`config.mk`:
```
export PLATFORM = sky130hd
export DESIGN_NAME = wave_gen_multi
export DESIGN_NICKNAME = d
export VERILOG_FILES = /design/src/rtl/wave_gen_multi.sv
export SDC_FILE = /design/constraint.sdc
export NUM_CORES = 1
export LEC_CHECK = 0
export ABC_CLOCK_PERIOD_IN_PS = 5950
export CORE_MARGIN = 1.5
export CORE_UTILIZATION = 60
export CTS_BUF_LIST = sky130_fd_sc_hd__clkbuf_8 sky130_fd_sc_hd__clkbuf_16
export CTS_CLUSTER_DIAMETER = 50
export CTS_CLUSTER_SIZE = 20
export DETAILED_ROUTE_END_ITERATION = 12
export PLACE_DENSITY = 0.92
export SLEW_MARGIN = 0
export SYNTH_ARGS = -nofsm -noshare
export SYNTH_HDL_FRONTEND = slang
export SYNTH_SLANG_ARGS = --single-unit
```
`constraint.sdc`:
```
create_clock -name clk -period 5.95 [get_ports clk]
set_clock_uncertainty 0.1 [all_clocks]
set_input_delay 1.19 -clock clk [delete_from_list [all_inputs] [get_ports clk]]
set_output_delay 1.19 -clock clk [all_outputs]
set_load 0.005 [all_outputs]
```
`src/rtl/wave_gen_multi.sv`:
```
// Multi-mode waveform generator: square, triangle, sawtooth or DC with shadowed config and burst mode.
// Optional macro WAVE_GEN_SYNC_EN adds sync_in for phase-aligning several instances.
module wave_gen_multi #(
   parameter int DT_W  = 8,
   parameter int CNT_W = 16
) (
   input  logic             clk,
   input  logic             rst,
   input  logic             start,
   input  logic             stop,
   input  logic             cfg_load,
   input  logic [1:0]       cfg_mode,
   input  logic [CNT_W-1:0] cfg_period,
   input  logic [CNT_W-1:0] cfg_high,
   input  logic [DT_W-1:0]  cfg_amp,
   input  logic [DT_W-1:0]  cfg_step,
   input  logic [CNT_W-1:0] cfg_burst,
   input  logic             sel_phase,
`ifdef WAVE_GEN_SYNC_EN
   input  logic             sync_in,
`endif
   output logic [DT_W-1:0]  wave_out,
   output logic             period_start,
   output logic             busy,
   output logic             done
);

   localparam logic [DT_W-1:0] FS = '1;

   typedef enum logic [1:0] {IDLE, RUN, DONE} state_t;

   typedef struct packed {
      logic [1:0]       mode;
      logic [CNT_W-1:0] period;
      logic [CNT_W-1:0] high;
      logic [DT_W-1:0]  amp;
      logic [DT_W-1:0]  step;
      logic [CNT_W-1:0] burst;
   } cfg_t;

   localparam cfg_t CFG_DEFAULT = '{mode: 2'b00, period: CNT_W'(2), high: CNT_W'(1),
                                    amp: '0, step: DT_W'(1), burst: '0};

   state_t           state, state_next;
   cfg_t             act_cfg, pend_cfg, cap_cfg, new_cfg, eff_cfg;
   logic             pend_valid;
   logic [CNT_W-1:0] ph_cnt, per_cnt;
   logic [DT_W-1:0]  acc, acc_next, level, lvl_sel;
   logic [DT_W-1:0]  hi, lo, eff_lo, upper, lower;
   logic [DT_W:0]    sum, diff;
   logic             wrap, last_period, go, restart, sync_rise, apply_cfg;

`ifdef WAVE_GEN_SYNC_EN
   logic sync_d, sync_prev;

   always_ff @(posedge clk) begin
      if (rst) begin
         sync_d    <= 1'b0;
         sync_prev <= 1'b0;
      end else begin
         sync_d    <= sync_in;
         sync_prev <= sync_d;
      end
   end

   assign sync_rise = (state == RUN) && sync_d && !sync_prev;
`else
   assign sync_rise = 1'b0;
`endif

   // Capture-time clamping keeps every loaded period at least two cycles with a real low phase
   always_comb begin
      cap_cfg.mode   = cfg_mode;
      cap_cfg.amp    = cfg_amp;
      cap_cfg.step   = cfg_step;
      cap_cfg.burst  = cfg_burst;
      cap_cfg.period = (cfg_period < CNT_W'(2)) ? CNT_W'(2) : cfg_period;
      if (cfg_high == '0)
         cap_cfg.high = CNT_W'(1);
      else if (cfg_high >= cap_cfg.period)
         cap_cfg.high = cap_cfg.period - CNT_W'(1);
      else
         cap_cfg.high = cfg_high;
   end

   assign go          = start && !stop;
   assign restart     = (state == RUN) && go;
   assign wrap        = (state == RUN) && (ph_cnt == act_cfg.period - CNT_W'(1));
   assign last_period = wrap && (act_cfg.burst != '0) && (per_cnt == act_cfg.burst - CNT_W'(1));
   assign apply_cfg   = ((state != RUN) || wrap || sync_rise || restart) && (cfg_load || pend_valid);
   assign new_cfg     = cfg_load ? cap_cfg : pend_cfg;
   assign eff_cfg     = apply_cfg ? new_cfg : act_cfg;
   assign busy        = (state == RUN);

   always_ff @(posedge clk) begin
      if (rst)
         state <= IDLE;
      else
         state <= state_next;
   end

   always_comb begin
      state_next = state;
      unique case (state)
         IDLE: if (go) state_next = RUN;
         RUN: begin
            if (stop)
               state_next = IDLE;
            else if (start)
               state_next = RUN;
            else if (last_period)
               state_next = DONE;
         end
         DONE: begin
            if (stop)
               state_next = IDLE;
            else if (start)
               state_next = RUN;
         end
         default: state_next = IDLE;
      endcase
   end

   assign hi     = act_cfg.amp;
   assign lo     = FS - act_cfg.amp;
   assign eff_lo = FS - eff_cfg.amp;
   assign upper  = (hi > lo) ? hi : lo;
   assign lower  = (hi > lo) ? lo : hi;
   assign sum    = {1'b0, acc} + {1'b0, act_cfg.step};
   assign diff   = {1'b0, acc} - {1'b0, act_cfg.step};

   // Ramps saturate at the larger/smaller of hi and lo so amp near FS/2 cannot overshoot
   always_comb begin
      acc_next = acc;
      level    = lo;
      unique case (act_cfg.mode)
         2'b00: level = (ph_cnt < act_cfg.high) ? hi : lo;
         2'b01: begin
            level = acc;
            if (ph_cnt < act_cfg.high)
               acc_next = (sum > {1'b0, upper}) ? upper : sum[DT_W-1:0];
            else
               acc_next = (diff[DT_W] || (diff[DT_W-1:0] < lower)) ? lower : diff[DT_W-1:0];
         end
         2'b10: begin
            level    = acc;
            acc_next = (sum > {1'b0, upper}) ? upper : sum[DT_W-1:0];
         end
         default: level = hi;
      endcase
   end

   assign lvl_sel = (state == RUN) ? level : lo;

   always_ff @(posedge clk) begin
      if (rst) begin
         act_cfg      <= CFG_DEFAULT;
         pend_cfg     <= CFG_DEFAULT;
         pend_valid   <= 1'b0;
         ph_cnt       <= '0;
         per_cnt      <= '0;
         acc          <= '0;
         wave_out     <= '0;
         period_start <= 1'b0;
         done         <= 1'b0;
      end else begin
         if (apply_cfg) begin
            act_cfg    <= new_cfg;
            pend_valid <= 1'b0;
         end else if (cfg_load) begin
            pend_cfg   <= cap_cfg;
            pend_valid <= 1'b1;
         end

         if (go) begin
            ph_cnt  <= '0;
            per_cnt <= '0;
            acc     <= eff_lo;
         end else if (state == RUN) begin
            if (wrap) begin
               ph_cnt <= '0;
               acc    <= eff_lo;
               if (per_cnt != '1)
                  per_cnt <= per_cnt + CNT_W'(1);
            end else if (sync_rise) begin
               ph_cnt <= '0;
               acc    <= eff_lo;
            end else begin
               ph_cnt <= ph_cnt + CNT_W'(1);
               acc    <= acc_next;
            end
         end

         wave_out     <= sel_phase ? (FS - lvl_sel) : lvl_sel;
         period_start <= (state == RUN) && (ph_cnt == '0);
         done         <= (state == RUN) && (state_next == DONE);
      end
   end

endmodule

```
Word-level counts from Yosys, hierarchy flattened. Cells that the tools add are included.

Flip-flop bits (word level): 185. Memories: 0. Word-level logic and storage cells: 96. Bits in read-only memories: 0. RAM bits: 0. Latch bits: 0.

Divide/modulo/power cells: 0. Multiplexer cells: 26. Reductions and logical operators: 25. Bitwise operators: 0. $add $sub $neg: 10. $lt $le $gt $ge: 6. Multipliers: 0. Shifts and indexed selects: 0. Eq/ne operators: 9.

Operators by type and width (number): $mux 8 (11); $mux 66 (1); $mux 16 (4); $sub 16x1->16 const B (3); $add 16x1->16 const B (2); $eq 16x16->1 (2); $logic_not 16->1 (2); $mux 32 (1); $pmux 8 s2 (2); $sub 8x8->8 const A (3); $ge 16x16->1 (1); $lt 16x16->1 (1); $lt 16x2->1 const B (1); $ne 16x16->1 const B (1); $reduce_bool 16->1 (1); $mux 2 (6); $add 8x8->9 (1); $gt 9x8->1 (1); $sub 8x8->9 (1); $gt 8x8->1 (1); $logic_and 1x1->1 (8); $lt 8x8->1 (1); $eq 2x2->1 const B (3); $pmux 2 s3 (1); other kinds (10) (17).

Longest topological paths before layout. Gate-level depths: netlist of run 1.

Word-level depth: 11. Mapped depth: 18.

Worst setup path after synthesis of run 1. No wires, ideal clock.

Path kind: input to register. Start: input port cfg_period[8]. End: register act_cfg[34] (netlist name). Buffers on the path: 2. Slack: 538 ps. Data required time: 5763 ps. Stages: 16. Arrival: 5225 ps. Cell sequence: or4_1 or4_1 or3_1 o21ai_0 inv_1 ha_1 nand2b_1 a21o_1 a21o_1 a21oi_1 o311a_1 o21ai_1 clkbuf_1 clkbuf_1 o211ai_1 a221oi_2.

Word-level cells in the longest chain between the ends: 6. Elaborated cells on any way between the ends: 7. Classes of those cells: add/sub: 1; order compare: 2; mux: 4.

RTL lines: from (decl) (line 13) `input logic [CNT_W-1:0] cfg_period,`; $lt 16x2->1 (line 77) `cap_cfg.period = (cfg_period < CNT_W'(2)) ? CNT_W'(2) : cfg_period;`; $mux 16 (*) (line 77); $sub 16x1->16 / $ge 16x16->1 (equally long branches) (line 81, 80); $mux 16 (*) (line 80) `else if (cfg_high >= cap_cfg.period)`; $mux 16 (*) (line 78) `if (cfg_high == '0)`; $mux 66 (*); to (signal assigned) (line 168) `act_cfg <= new_cfg;`; to (decl) (line 45) `cfg_t act_cfg, pend_cfg, cap_cfg, new_cfg, eff_cfg;`.

Every way passes the cells marked *; elsewhere a longest branch is shown, timed or not. A chain may end at the register's enable or synchronous reset.

Final worst setup path of run 1.
Start: input port cfg_period[8]. End: register act_cfg[39] (netlist name).

The elaborated chain is that of the path after synthesis.

==> metrics.md, run 1 <==
| Metric | Value |
|---|---|
| RSZ-0062 raised after global routing | no |
| Leakage Power | 5.119 nW |
| Final core occ | 69.11% |
| Area share of the largest cell type after synthesis | 32.38% |
| Most frequent cell after synthesis | dfxtp_1 |
| Hold Buf Count CTS | 0 |
| Met3 usage | 5.842% |
| Fin Hold WS | 355.3 ps |
| Worst-Skew Late Latency | 450 ps |
| Max IR drop VDD | 213.8 uV |
| Hold Path Cell Cnt | 2 |
| Post-Route WL | 31010 um |
| CTS tree | built |
| Post-DRT Antenna Nets | 0 |
| R2r worst-path depth | 11 |
| Critical path class | in2reg |
| Gpl congestion | 0.9346 |
| Final hold viol count | 0 |
| Crit start category | primary input |
| Slew headroom | 33.92% |
| Reg clk slew, reported paths | 70 ps |
| CP required | 6140 ps |
| Final setup fails | 0 |
| Num CTS Buffers | 17 |
| Power Density | 258.7 nW/um^2 |
| Die Y | 141.1 um |
| Worst EP arrival | 5900 ps |
| Placed cells | 1657 |
| Postcts setup bufs | 0 |
| Max-slew violations | 0 |
| Worst path max stage delay | 590 ps |
| Vias/cell | 6.352 |
| Post-Synthesis Net Count | 1553 |
| DR pass1 iterations | 5 |
| Slowest-stage cell, CP | or4_1 |
| Antenna cells | 0 |
| Area growth syn-to-layout | 13.03% |
| Worst-path fanout max | 12 |
| Gr ovfl total | 0 |
| DP HPWL | 21620 um |
| Multi-input logic area | 7054 um^2 |
| Nets@finish | 1585 |
| Avg Inst Size Synth | 8.112 um^2 |
| Max cap viols | 0 |
| Post-synth EDFFs | 0 |
| Largest net degree at the start of global routing | 93 |
| Mapped cell area | 11440 um^2 |
| Die X | 141.1 um |
| Clock Sinks | 185 |
| Layout fillers | 1390 |
| H-tree levels | 4 |
| GR Util met1 | 41.71% |
| Cells after synthesis | 1410 |
| Drt drc | 0 |
| Slew @ Worst Pin | 991.2 ps |
| Fin cells | 1689 |
| Status | completed |
| Ys Warns | 0 |
| Crit end category | register |
| Initial antenna violation count | 0 |
| Class of the worst hold path | reg2reg |
| First-pass GRT wire length | 51280 um |
| Max Fclk | 175.3 MHz |
| Commonest cells post-synth | 185 x dfxtp_1, 171 x nand2_1, 154 x nor2_1 |
| Post-CTS sizing | 0 |
| GRT busiest layer | met2 |
| Min cycle time layout | 5704 ps |
| Initial DRC count | 1109 |
| Vias in the first global route | 10457 |
| Predominant post-synthesis flop cell | dfxtp_1 |
| # IOs | 83 |
| Die ar. | 19900 um^2 |
| Root Driver | clkbuf_16 |
| Largest area contributor in the netlist | dfxtp_1 |
| Crit share post-route | 95.87% |
| Netlist cell types | 74 |
| Clk buf depth | 2 |
| Row count | 50 |
| Share of cells above drive strength 1 | 5.567% |
| Post-synthesis register bit count | 185 |
| Setup TNS Final | 0 ps |
| Register area share after synthesis | 32.38% |
| Asr flop ratio synth | 0% |
| Total track usage | 31.95% |
| Area of the core | 18710 um^2 |
| Met2 usage | 51.21% |
| Drt wl/cell | 18.36 um |
| Port-buffer cells | 82 |
| Top area cells in the synthesized netlist | dfxtp_1 32%, ha_1 7.5%, mux2i_1 6.0% |
| Initial core utilization | 61.14% |
| Reg area | 3704 um^2 |
| Via count | 10728 |
| CP Cell Sequence | clkdlybuf4s50_1, or4_1, or4_1, or3_1, o21ai_0, inv_1, ha_1, nand2b_1, a21o_1, a21o_1, a21oi_1, o311a_1, o21ai_1, buf_12, mux2_2, a221oi_1, a211oi_1 |
[critical path, delay by kind of cell]
| kind | cells | cell delay, ps |
|---|---|---|
| simple gates | 4 | 1610 |
| compound gates | 8 | 1720 |
| fa+ha+maj | 1 | 290 |
| buf+inv | 3 | 740 |
| mux | 1 | 350 |
[cell families (layout without fill, tap and decap cells)]
group,Yosys count,count (layout),synth area share [%]
XOR/XNOR,98,98,7.505
flip-flops,185,185,32.38
AND/OR/NAND/NOR,500,500,20.11
adder cells (fa/ha/maj),71,71,7.899
buffers and inverters,162,207,6.082
multiplexers,75,75,6.629
AO/OA/AOI/OAI,319,319,19.40
[path summary, 6_finish.rpt]
path                       from           end  slack [ps]
setup / recovery  cfg_period[8]   act_cfg[39]         250
hold / removal     pend_cfg[61]  pend_cfg[61]         360
setup reg to reg    act_cfg[48]  pend_cfg[32]        1730
hold reg to reg    pend_cfg[61]  pend_cfg[61]         360
[layout by cell type (no fill, tap or decap), drive strengths merged, types with 17 or more instances in the layout]
cell type      count
ha                69
clkbuf            17
a211oi            63
nor3              35
a21oi             92
nand3             36
nand2            172
dfxtp            185
clkdlybuf4s50     80
inv               81
o21ai             42
nor2             154
buf               20
xor2              43
xnor2             55
a221oi            26
mux2i             69
[registers in the layout, summed over array words and instances (netlist names)]
signal        count
ph_cnt           16
wave_out          8
hi                8
per_cnt          16
act_cfg          58
pend_valid        1
state             2
acc               8
pend_cfg         66
period_start      1
done              1
[where the power goes]
part | total [mW] | leakage (nW) | internal (mW) | switching, mW
Sequential | 1.38 | 1.52 | 1.31 | 0.0677
Clock | 1.21 | 0.300 | 0.679 | 0.534
Combinational | 0.752 | 3.30 | 0.322 | 0.431
[area by class of cell]
cell class                      instances  share of cell area (%)
Multi-Input combinational cell       1063                   54.57
Clock buffer                           17                   3.291
Sequential cell                       185                   28.65
Timing Repair Buffer                  100                   7.453
Inverter                               75                   2.178
Clock inverter                         15                   1.597
Tap cell                              234                   2.265
[stage by stage]
| stage | total power, mW | instance area (um^2) | setup WS [ps] |
|---|---|---|---|
| 6_report | 3.344 | 12930 | 245.6 |
| 5_1_grt | 3.485 | 12930 | 103.1 |
| 4_1_cts | 3.334 | 12930 | 328.7 |
| 3_5_place_dp | 2.133 | 12300 | -112.0 |
| 3_3_place_gp | 2.101 | 12300 | 152.6 |
| 2_1_floorplan | 1.914 | 11440 | 538.5 |
[metal layers]
metal | vias up | wire length, um
li1 | 5065 | -
met1 | 5025 | 12810
met2 | 529 | 14350
met3 | 109 | 2680
met4 | 0 | 1168
met5 | - | 0
(Power assumes the default switching activity.)
==> inputs of run 2 (changes only) <==
--- a/config.mk
+++ b/config.mk
@@ -5,7 +5,7 @@
 export SDC_FILE = /design/constraint.sdc
 export NUM_CORES = 1
 export LEC_CHECK = 0
-export ABC_CLOCK_PERIOD_IN_PS = 5950
+export ABC_CLOCK_PERIOD_IN_PS = 7100
 export CORE_MARGIN = 1.5
 export CORE_UTILIZATION = 60
 export CTS_BUF_LIST = sky130_fd_sc_hd__clkbuf_8 sky130_fd_sc_hd__clkbuf_16
@@ -13,7 +13,7 @@
 export CTS_CLUSTER_SIZE = 20
 export DETAILED_ROUTE_END_ITERATION = 12
 export PLACE_DENSITY = 0.92
-export SLEW_MARGIN = 0
+export SLEW_MARGIN = 15
 export SYNTH_ARGS = -nofsm -noshare
 export SYNTH_HDL_FRONTEND = slang
 export SYNTH_SLANG_ARGS = --single-unit
==> constraint.sdc (replaced) <==
create_clock -name clk -period 7.1 [get_ports clk]
set_clock_uncertainty 0.1 [all_clocks]
set_input_delay 1.42 -clock clk [delete_from_list [all_inputs] [get_ports clk]]
set_output_delay 1.42 -clock clk [all_outputs]
set_load 0.005 [all_outputs]
==> run 2 against run 1 <==
Effect of this change:
- combinational power fell by 17%
- critical path depth is the same
- setup slack improved by 810 ps
- non-clock buffer count down 8
- largest cell class unchanged
- highest routed layer unchanged
==> metrics.md, run 2 (synthesis results as in run 1) <==
| Metric | Value |
|---|---|
| Initial core utilization | 61.14% (unchanged) |
| Final hold viol count | 0 (unchanged) |
| Critical path class | in2reg |
| Num CTS Buffers | 17 (unchanged) |
| Die X | 141.1 um (unchanged) |
| Port-buffer cells | 82 (unchanged) |
| Max cap viols | 0 (unchanged) |
| CP Cell Sequence | clkdlybuf4s50_1, or4_1, or4_1, or3_1, o21ai_0, inv_1, ha_1, nand2b_1, a21o_1, a21o_1, a21oi_1, o311a_1, o21ai_1, buf_4, mux2_2, a221oi_1, a211oi_1 |
| Buf+Inv Stages, Crit Path | 3 (unchanged) |
| Slowest-stage cell, CP | or4_1 |
| Initial antenna violation count | 0 (unchanged) |
| Class of the worst hold path | reg2reg |
| Most frequent cells in the layout | 185 x dfxtp_1, 171 x nand2_1, 153 x nor2_1, 92 x a21oi_1, 80 x clkdlybuf4s50_1 |
| Vias in the first global route | 10208 (-2.4%) |
| Vias/cell | 6.330 (-0.35%) |
| Slew @ Worst Pin | 1038 ps (+47.17 ps) |
| Slew headroom | 30.77% (-3.1 points) |
| Max IR drop VDD | 174.6 uV (-18%) |
| Power Density | 211.9 nW/um^2 (-18%) |
| Drt wl/cell | 18.38 um (+0.13%) |
| Placed cells | 1649 (-0.48%) |
| Largest net degree at the start of global routing | 93 (unchanged) |
| Share of cells above drive strength 1 | 5.045% (-0.52 points) |
| Status | completed |
| Reg area | 3704 um^2 (unchanged) |
| Leakage Power | 5.049 nW (-1.4%) |
| Setup TNS Final | 0 ps (unchanged) |
| Row count | 50 (unchanged) |
| Fin cells | 1681 (-0.47%) |
| Hold Buf Count CTS | 0 (unchanged) |
| Gr ovfl total | 0 (unchanged) |
| Max-slew violations | 0 (unchanged) |
| Gpl congestion | 0.9319 (-0.29%) |
| Min cycle time layout | 6046 ps |
| Crit share post-route | 85.15% |
| Final setup fails | 0 (unchanged) |
| First-pass GRT wire length | 50920 um (-0.71%) |
| Largest registers | pend_cfg x66, act_cfg x58 |
| R2R setup slack | 2880 ps (+1150 ps) |
| H-tree levels | 4 (unchanged) |
| Post-DRT Antenna Nets | 0 (unchanged) |
| Via count | 10640 (-0.82%) |
| Antenna cells | 0 (unchanged) |
| Die ar. | 19900 um^2 (unchanged) |
| Clk buf depth | 2 (unchanged) |
| Reg clk slew, reported paths | 70 ps (about the same) |
| Crit end category | register |
| Crit path max-delay family | simple AND/OR/NAND/NOR gates |
| Layout fillers | 1407 (+1.2%) |
| # IOs | 83 (unchanged) |
| Drt drc | 0 (unchanged) |
| DR pass1 iterations | 6 (+1) |
| Post-CTS sizing | 0 (unchanged) |
| Multi-input logic area | 7054 um^2 (unchanged) |
| Area of the core | 18710 um^2 (unchanged) |
| Worst-Skew Late Latency | 450 ps (about the same) |
| CTS tree | built |
| Clock Sinks | 185 (unchanged) |
| Commonest non-fill, non-tap cell in the layout | dfxtp_1 |
| Initial DRC count | 1195 (+7.8%) |
| Reg with most FFs | pend_cfg |
| Die Y | 141.1 um (unchanged) |
| Worst EP arrival | 6230 ps (+330 ps) |
| Crit start category | primary input |
| RSZ-0062 raised after global routing | no |
| Total track usage | 31.79% (-0.16 points) |
| Nets@finish | 1577 (-0.50%) |
| Largest register FFs | 66 (unchanged) |
| Area growth syn-to-layout | 11.81% |
| Max Fclk | 165.4 MHz |
| Worst path max stage delay | 600 ps (about the same) |
| Post-Route WL | 30910 um (-0.35%) |
| Worst-path fanout max | 24 (+12) |
| Postcts setup bufs | 0 (unchanged) |
| CP required | 7280 ps (+1140 ps) |
| DP HPWL | 21650 um (+0.12%) |
| Root Driver | clkbuf_16 |
-- run 2: metal layers --
metal	vias up	global-route usage, %	wire (um)
met1	4955	41.48	13030
met4	0	14.97	1212
li1	5058	-	-
met2	516	50.57	14210
met3	111	6.352	2453
met5	-	0	0
-- run 2: worst paths after layout --
check | endpoint | cells after the start | startpoint
setup / recovery | act_cfg[43] | 17 | cfg_period[6]
hold / removal | pend_cfg[60] | 2 | pend_cfg[60]
setup reg to reg | pend_cfg[32] | 11 | act_cfg[48]
hold reg to reg | pend_cfg[60] | 2 | pend_cfg[60]
-- run 2: report_power, final --
| part | total, mW | leakage, nW | internal [mW] | switching [mW] |
|---|---|---|---|---|
| registers | 1.16 | 1.52 | 1.10 | 0.0567 |
| clock network | 0.933 | 0.273 | 0.490 | 0.443 |
| logic | 0.621 | 3.26 | 0.264 | 0.357 |
| total | 2.71 | 5.05 | 1.85 | 0.857 |
-- run 2: final cells by class --
cell class,count,share of cell area [%]
well taps,234,2.289
inverters,75,2.201
repair buffers,92,6.966
clock buffers,17,3.326
clock inverters,15,1.096
multi-input cells,1063,55.16
flip-flops and latches,185,28.96
-- run 2: through the flow --
| stage | worst slack [ps] | cell area (um^2) | power [mW] | hold slack, ps | util, % |
|---|---|---|---|---|---|
| after CTS | 1139 | 12790 | 2.701 | 355.4 | 68.37 |
| after global routing | 818.9 | 12790 | 2.834 | 371.7 | 68.37 |
| after detailed placement | 658.9 | 12220 | 1.783 | 345.6 | 65.34 |
| after floorplan | 1458 | 11440 | 1.604 | 335.7 | - |
| final | 1054 | 12790 | 2.710 | 354.2 | 68.37 |
| after global placement | 899.3 | 12220 | 1.759 | 340.4 | 65.34 |
-- run 2: tightest hold or removal path: cells and delay by family (launching register included) --
family / cells / cell delay [ps]
flops: 1 / 310
compound gates: 1 / 50
simple gates: 1 / 50
==> inputs of run 3 (changes only) <==
--- a/config.mk
+++ b/config.mk
@@ -9,7 +9,7 @@
 export CORE_MARGIN = 1.5
 export CORE_UTILIZATION = 60
 export CTS_BUF_LIST = sky130_fd_sc_hd__clkbuf_8 sky130_fd_sc_hd__clkbuf_16
-export CTS_CLUSTER_DIAMETER = 50
+export CTS_CLUSTER_DIAMETER = 80
 export CTS_CLUSTER_SIZE = 20
 export DETAILED_ROUTE_END_ITERATION = 12
 export PLACE_DENSITY = 0.92
==> constraint.sdc (replaced) <==
create_clock -name clk -period 7.1 [get_ports clk]
set_clock_uncertainty 0.1 [all_clocks]
set_input_delay 1.42 -clock clk [delete_from_list [all_inputs] [get_ports clk]]
set_output_delay 1.42 -clock clk [all_outputs]
set_load 0.1 [all_outputs]
==> results of run 3 <==
Same layout as run 2 (identical final DEF). Status: completed.
Main changes from that run: total power 2.710 mW -> 2.745 mW; worst IR drop on VDD 174.6 uV -> 174.7 uV
